**config.mk**
```make
export PLATFORM = sky130hd
export DESIGN_NAME = pixel_plane_split
export DESIGN_NICKNAME = d
export VERILOG_FILES = /design/src/rtl/pixel_plane_split.sv
export SDC_FILE = /design/constraint.sdc
export NUM_CORES = 1
export LEC_CHECK = 0
export CAP_MARGIN = 20
export CORE_ASPECT_RATIO = 0.5
export CORE_MARGIN = 4
export CORE_UTILIZATION = 43
export DETAILED_ROUTE_END_ITERATION = 8
export PLACE_DENSITY = 0.6
export RECOVER_POWER = 25
export SLEW_MARGIN = 10
export SYNTH_ARGS = -nofsm -noshare
export SYNTH_HDL_FRONTEND = slang
export SYNTH_SLANG_ARGS = --single-unit
```
**constraint.sdc**
```tcl
create_clock -name clk -period 18.3 [get_ports clk]
set_input_delay 2.745 -clock clk [delete_from_list [all_inputs] [get_ports clk]]
set_output_delay 2.745 -clock clk [all_outputs]
set_load 0.01 [all_outputs]
```
**src/rtl/pixel_plane_split.sv**
```systemverilog
// Purpose: expand, dim and bit-plane-slice one packed RGB pixel per panel lane into per-lane R/G/B output bits.
// Latency: 2 cycles from accept to out_valid; one beat per cycle at full rate.
// Backpressure: one global advance; both stages hold and in_ready drops while out_valid & ~out_ready.
//
// Ports:
//   clk, reset                   clock, synchronous active-high reset
//   pixel_data / in_valid / in_ready
//                                one pixel word per lane, lane l at [l*PIXEL_WIDTH +: PIXEL_WIDTH]
//   bitplane, channel_scale, rgb_enable, blank
//                                per-beat controls, captured on accept
//   rgb_output / out_valid / out_ready
//                                lane l: [3l] red, [3l+1] green, [3l+2] blue
module pixel_plane_split #(
    parameter  int LANES             = 2,
    parameter  int PIXEL_FORMAT      = 0,
    parameter  int BRIGHTNESS_LEVELS = 8,
    localparam int PIXEL_WIDTH       = (PIXEL_FORMAT == 1) ? 24 : 16,
    localparam int BP_W              = $clog2(BRIGHTNESS_LEVELS)
) (
    input  logic                         clk,
    input  logic                         reset,
    input  logic [LANES*PIXEL_WIDTH-1:0] pixel_data,
    input  logic                         in_valid,
    output logic                         in_ready,
    input  logic [BP_W-1:0]              bitplane,
    input  logic [23:0]                  channel_scale,
    input  logic [2:0]                   rgb_enable,
    input  logic                         blank,
    output logic [3*LANES-1:0]           rgb_output,
    output logic                         out_valid,
    input  logic                         out_ready
);

    localparam int B     = BRIGHTNESS_LEVELS;
    localparam int MAX_B = (PIXEL_FORMAT == 1) ? 16 : 10;
    localparam int S1_W  = LANES * 3 * B;

    // Out-of-range indices only exist for non-power-of-2 level counts.
    localparam logic [BP_W:0] B_LIM = (BP_W + 1)'(B);

    if (PIXEL_FORMAT != 0 && PIXEL_FORMAT != 1) begin : g_bad_format
        $error("pixel_plane_split: PIXEL_FORMAT must be 0 or 1");
    end
    if (B < 4 || B > MAX_B) begin : g_bad_levels
        $error("pixel_plane_split: BRIGHTNESS_LEVELS out of range for PIXEL_FORMAT");
    end

    // Stage 1: scaled components and the controls that travel with them.
    logic [S1_W-1:0]   s1_q, s1_d;
    logic [BP_W-1:0]   bp_q, bp_d;
    logic [2:0]        en_q, en_d;
    logic              blank_q, blank_d;
    logic              v1_q, v1_d;
    // Stage 2: output bits.
    logic [3*LANES-1:0] rgb_q, rgb_d;
    logic               ov_q, ov_d;

    logic               adv;
    logic               accept;
    logic               bp_ok;
    logic [S1_W-1:0]    scaled;
    logic [3*LANES-1:0] plane;

    assign adv      = ~ov_q | out_ready;
    assign in_ready = adv & ~reset;
    assign accept   = in_valid & in_ready;
    assign bp_ok    = {1'b0, bp_q} < B_LIM;

    for (genvar l = 0; l < LANES; l++) begin : g_lane
        for (genvar c = 0; c < 3; c++) begin : g_ch
            localparam int W   = (PIXEL_FORMAT == 1) ? 8 : ((c == 1) ? 6 : 5);
            localparam int LSB = (PIXEL_FORMAT == 1) ? (16 - 8 * c)
                                                     : ((c == 0) ? 11 : ((c == 1) ? 5 : 0));

            logic [W-1:0] comp;
            logic [B-1:0] expd;
            logic [B+8:0] prod;
            logic [B-1:0] s1_c;

            assign comp = pixel_data[l*PIXEL_WIDTH + LSB +: W];

            // Narrow components refill their low bits from their own MSBs so full scale maps to all-ones.
            if (W >= B) begin : g_trunc
                assign expd = comp[W-1 -: B];
            end else begin : g_rep
                assign expd = {comp, comp[W-1 -: B-W]};
            end

            // (scale+1)/256 makes 8'hFF an exact identity; the shifted product always fits in B bits.
            assign prod = {9'd0, expd} * {{B{1'b0}}, {1'b0, channel_scale[8*c +: 8]} + 9'd1};
            assign scaled[(l*3+c)*B +: B] = B'(prod >> 8);

            assign s1_c = s1_q[(l*3+c)*B +: B];
            assign plane[3*l+c] = bp_ok & en_q[c] & ~blank_q & (|(s1_c & (B'(1) << bp_q)));
        end
    end

    always_comb begin
        s1_d    = s1_q;
        bp_d    = bp_q;
        en_d    = en_q;
        blank_d = blank_q;
        v1_d    = v1_q;
        rgb_d   = rgb_q;
        ov_d    = ov_q;
        if (adv) begin
            v1_d  = accept;
            ov_d  = v1_q;
            rgb_d = plane;
        end
        if (accept) begin
            s1_d    = scaled;
            bp_d    = bitplane;
            en_d    = rgb_enable;
            blank_d = blank;
        end
    end

    always_ff @(posedge clk) begin
        if (reset) begin
            s1_q    <= '0;
            bp_q    <= '0;
            en_q    <= '0;
            blank_q <= 1'b0;
            v1_q    <= 1'b0;
            rgb_q   <= '0;
            ov_q    <= 1'b0;
        end else begin
            s1_q    <= s1_d;
            bp_q    <= bp_d;
            en_q    <= en_d;
            blank_q <= blank_d;
            v1_q    <= v1_d;
            rgb_q   <= rgb_d;
            ov_q    <= ov_d;
        end
    end

    assign rgb_output = rgb_q;
    assign out_valid  = ov_q;

endmodule

```
==> out/metrics.yaml <==
final_max_slew_viol_count: 113
critPathRequiredTime_ps: 18510
rsz0062_at_grt: "false"
synth_flop_cell: "dfxtp_1"
synth_most_common_cell: "inv_1"
drtIter0Drc: 396
grt_max_degree: 72
cts.sinks: 63
cts_buffers: 9
fillers: 3234
worstMarginPinSlew_ps: 2820
setup-tns-final_ps: 0
synth-edff-count: 0
tritoncts: "built"
die_h_um: 139
die_w_um: 270
grt_pass1_wl_um: 53800
wl_um: 31200
postRouteAntennaNets: 0
netlist_top_cells_count: "371 x inv_1, 232 x fa_1, 205 x ha_1"
rows: 47
cp-start-kind: "input port"
synthTopCellsByArea: "fa_1 31%, ha_1 17%, inv_1 9.4%"
antenna_cells: 0
p_clk_share_pct: 12.6
timing.hold.ws_ps: 445
cts_setup_buffers: 0
portBuffers: 74
maxCapViolations: 2
num_vias: 10717
leakagePower_nw: 8.49
core_area_mm2: 0.0335
path_max_fanout: 15
arrival_ps: 9050
clockRootBuffer: "clkbuf_16"
status: "finished with violations"
powerDensity_mw_per_mm2: 90.3
synth_area_mm2: 0.0148
wl_met3_um: 727
initial_core_util_pct: 44.1
place_congestion: 0.839
final-hold-violation-count: 0
yosysWarnings: 0
setup_viol: 0
area_growth_pct: 10.2
violations: "max-capacitance violations, max-slew violations"
cts_resized: 0
syn-num-nets: 2183
grt.total_usage_pct: 17.0
rrSetupSlack_ps: 14860
yosysSeqAreaShare_pct: 8.54
cts_htree_levels: 3
drt_first_pass_iters: 4
slew_headroom_pct: -87.8
routed_via_density: 4.94
yosysTopAreaCell: "fa_1"
syn_avg_cell_area_um2: 8.80
fin_crit_ps: 8840
netlist.area_leader.share_pct: 31.4
wl_met1_um: 16000
wl_per_cell_um: 14.4
p_seq_share_pct: 13.0
top_layer: "met4"
fin_worst_skew_ps: 2.97
postSynth.asyncResetShare_pct: 0
multiInputGateArea_mm2: 0.0119
power.internal_uw: 782
holdCritPathClass: "reg -> reg"
ir_drop_mv: 0.0469
clk_pin_slew_ps: 50
combPwrFrac_pct: 74.4
antenna_found_initial: 0
worstSkewPairLatency_ps: 320
placed_area_mm2: 0.0159
ctsLongestPathBuffers: 2
finalNetCount: 2229
drc_errors: 0
io_pins: 75
seqCellArea_mm2: 0.00126
hpwl_um: 26400
worstSetupPathType: "in -> reg"
switching_share_pct: 46.8
synth_cell_types: 57
gr-total-overflow: 0
grt_pass1_vias: 10955
p_switching_uw: 687
period_share_pct: 48.3
final_area_mm2: 0.0163
synth_seq_cells: 63
clock.fmax_mhz: 113
critPathCaptureType: "flop"
wl_met2_um: 14200
hold_buffers: 0
power_mw: 1.47
synthesis.instances: 1679
drive_gt1_share_pct: 2.37
dieArea_mm2: 0.0376
## state kept, by name (all words and copies together) (netlist names)
signal      count
blank_q         1
bp_q            3
en_q            3
out_valid       1
rgb_output      6
s1_q           48
v1_q            1
## critical path, stage by stage
cell and delay, ps:
clkdlybuf4s50_1 800, ha_1 270, nand3_1 150, nor2_1 160
xor2_1 670, nand2_1 180, fa_1 570, inv_1 60
fa_1 480, fa_1 490, inv_1 50, fa_1 470
inv_1 40, ha_1 330, a21o_1 200, a21oi_1 210
o21ai_0 240, o31a_1 360, or3_1 320, a32o_1 260
## power groups by stage
stage / combinational (mW) / sequential, mW / clock [mW]
floorplan: 0.843 / 0.187 / 0
global placement: 1.09 / 0.192 / 0
detailed placement: 1.10 / 0.193 / 0
CTS: 1.11 / 0.190 / 0.190
global route: 1.28 / 0.194 / 0.196
finish: 1.09 / 0.191 / 0.186
## final timing paths
check	start	end	depth (start not counted)
max	channel_scale[8]	s1_q[37]	20
min reg2reg	v1_q	v1_q	2
max reg2reg	out_valid	s1_q[38]	7
min	v1_q	v1_q	2
## stage by stage
| step | setup slack, ps | utilization (%) | cells |
|---|---|---|---|
| final | 9460 | 48.6 | 2171 |
| after global routing | 9010 | 48.6 | 2171 |
| after CTS | 9500 | 48.6 | 2169 |
| after detailed placement | 9170 | 47.6 | 2153 |
| after global placement | 9270 | 47.6 | 2153 |
| after floorplan | 10680 | - | 1679 |
## cell usage in the layout (no fill, tap or decap), types with 3 or more instances in the layout
cell type and n:
nand2b_1 11, nor2b_1 38, a21oi_1 31, fa_1 232, nor2_1 18, nand2_1 173
nor3_2 4, nor3b_1 7, mux4_2 3, a211oi_1 6, dfxtp_1 63, inv_1 371
clkbuf_1 4, xnor2_1 48, and2_1 136, o21ai_0 49, mux2i_1 7, buf_4 5
or3_1 11, a21o_1 21, nor4bb_1 3, a31oi_1 8, nand3b_1 32, o211ai_1 4
ha_1 205, clkbuf_16 9, a211o_1 3, mux2_2 5, a32o_1 12, a22oi_1 5
o21bai_1 5, xor2_1 27, o31ai_1 10, o21a_1 10, dlygate4sd3_1 8, nand3_1 20
clkdlybuf4s50_1 66, nor3_1 8, and3_1 12
## cell type report
| cell class | count | share of cell area, % |
|---|---|---|
| Clock buffer | 13 | 1.60 |
| Clock inverter | 3 | 0.400 |
| Inverter | 371 | 8.56 |
| Multi-Input combinational cell | 1197 | 73.4 |
| Sequential cell | 63 | 7.75 |
| Tap cell | 441 | 3.39 |
| Timing Repair Buffer | 83 | 4.95 |
## metal layers
layer | vias up | track usage [%]
met3 | 23 | 1.52
met5 | - | 0
met1 | 5175 | 25.1
li1 | 5379 | -
met2 | 140 | 27.9
met4 | 0 | 2.29
## cell families (layout without fill, tap and decap cells)
family	count (synthesis)	in the layout	synth area share (%)
buffers and inverters	419	470	10.7
XOR/XNOR	75	75	4.45
AND/OR/NAND/NOR	484	484	17.6
flip-flops	63	63	8.54
adder cells (fa/ha/maj)	437	437	48.8
AO/OA/AOI/OAI	186	186	8.57
multiplexers	15	15	1.31
No activity file was read; power rests on OpenSTA's default activity.
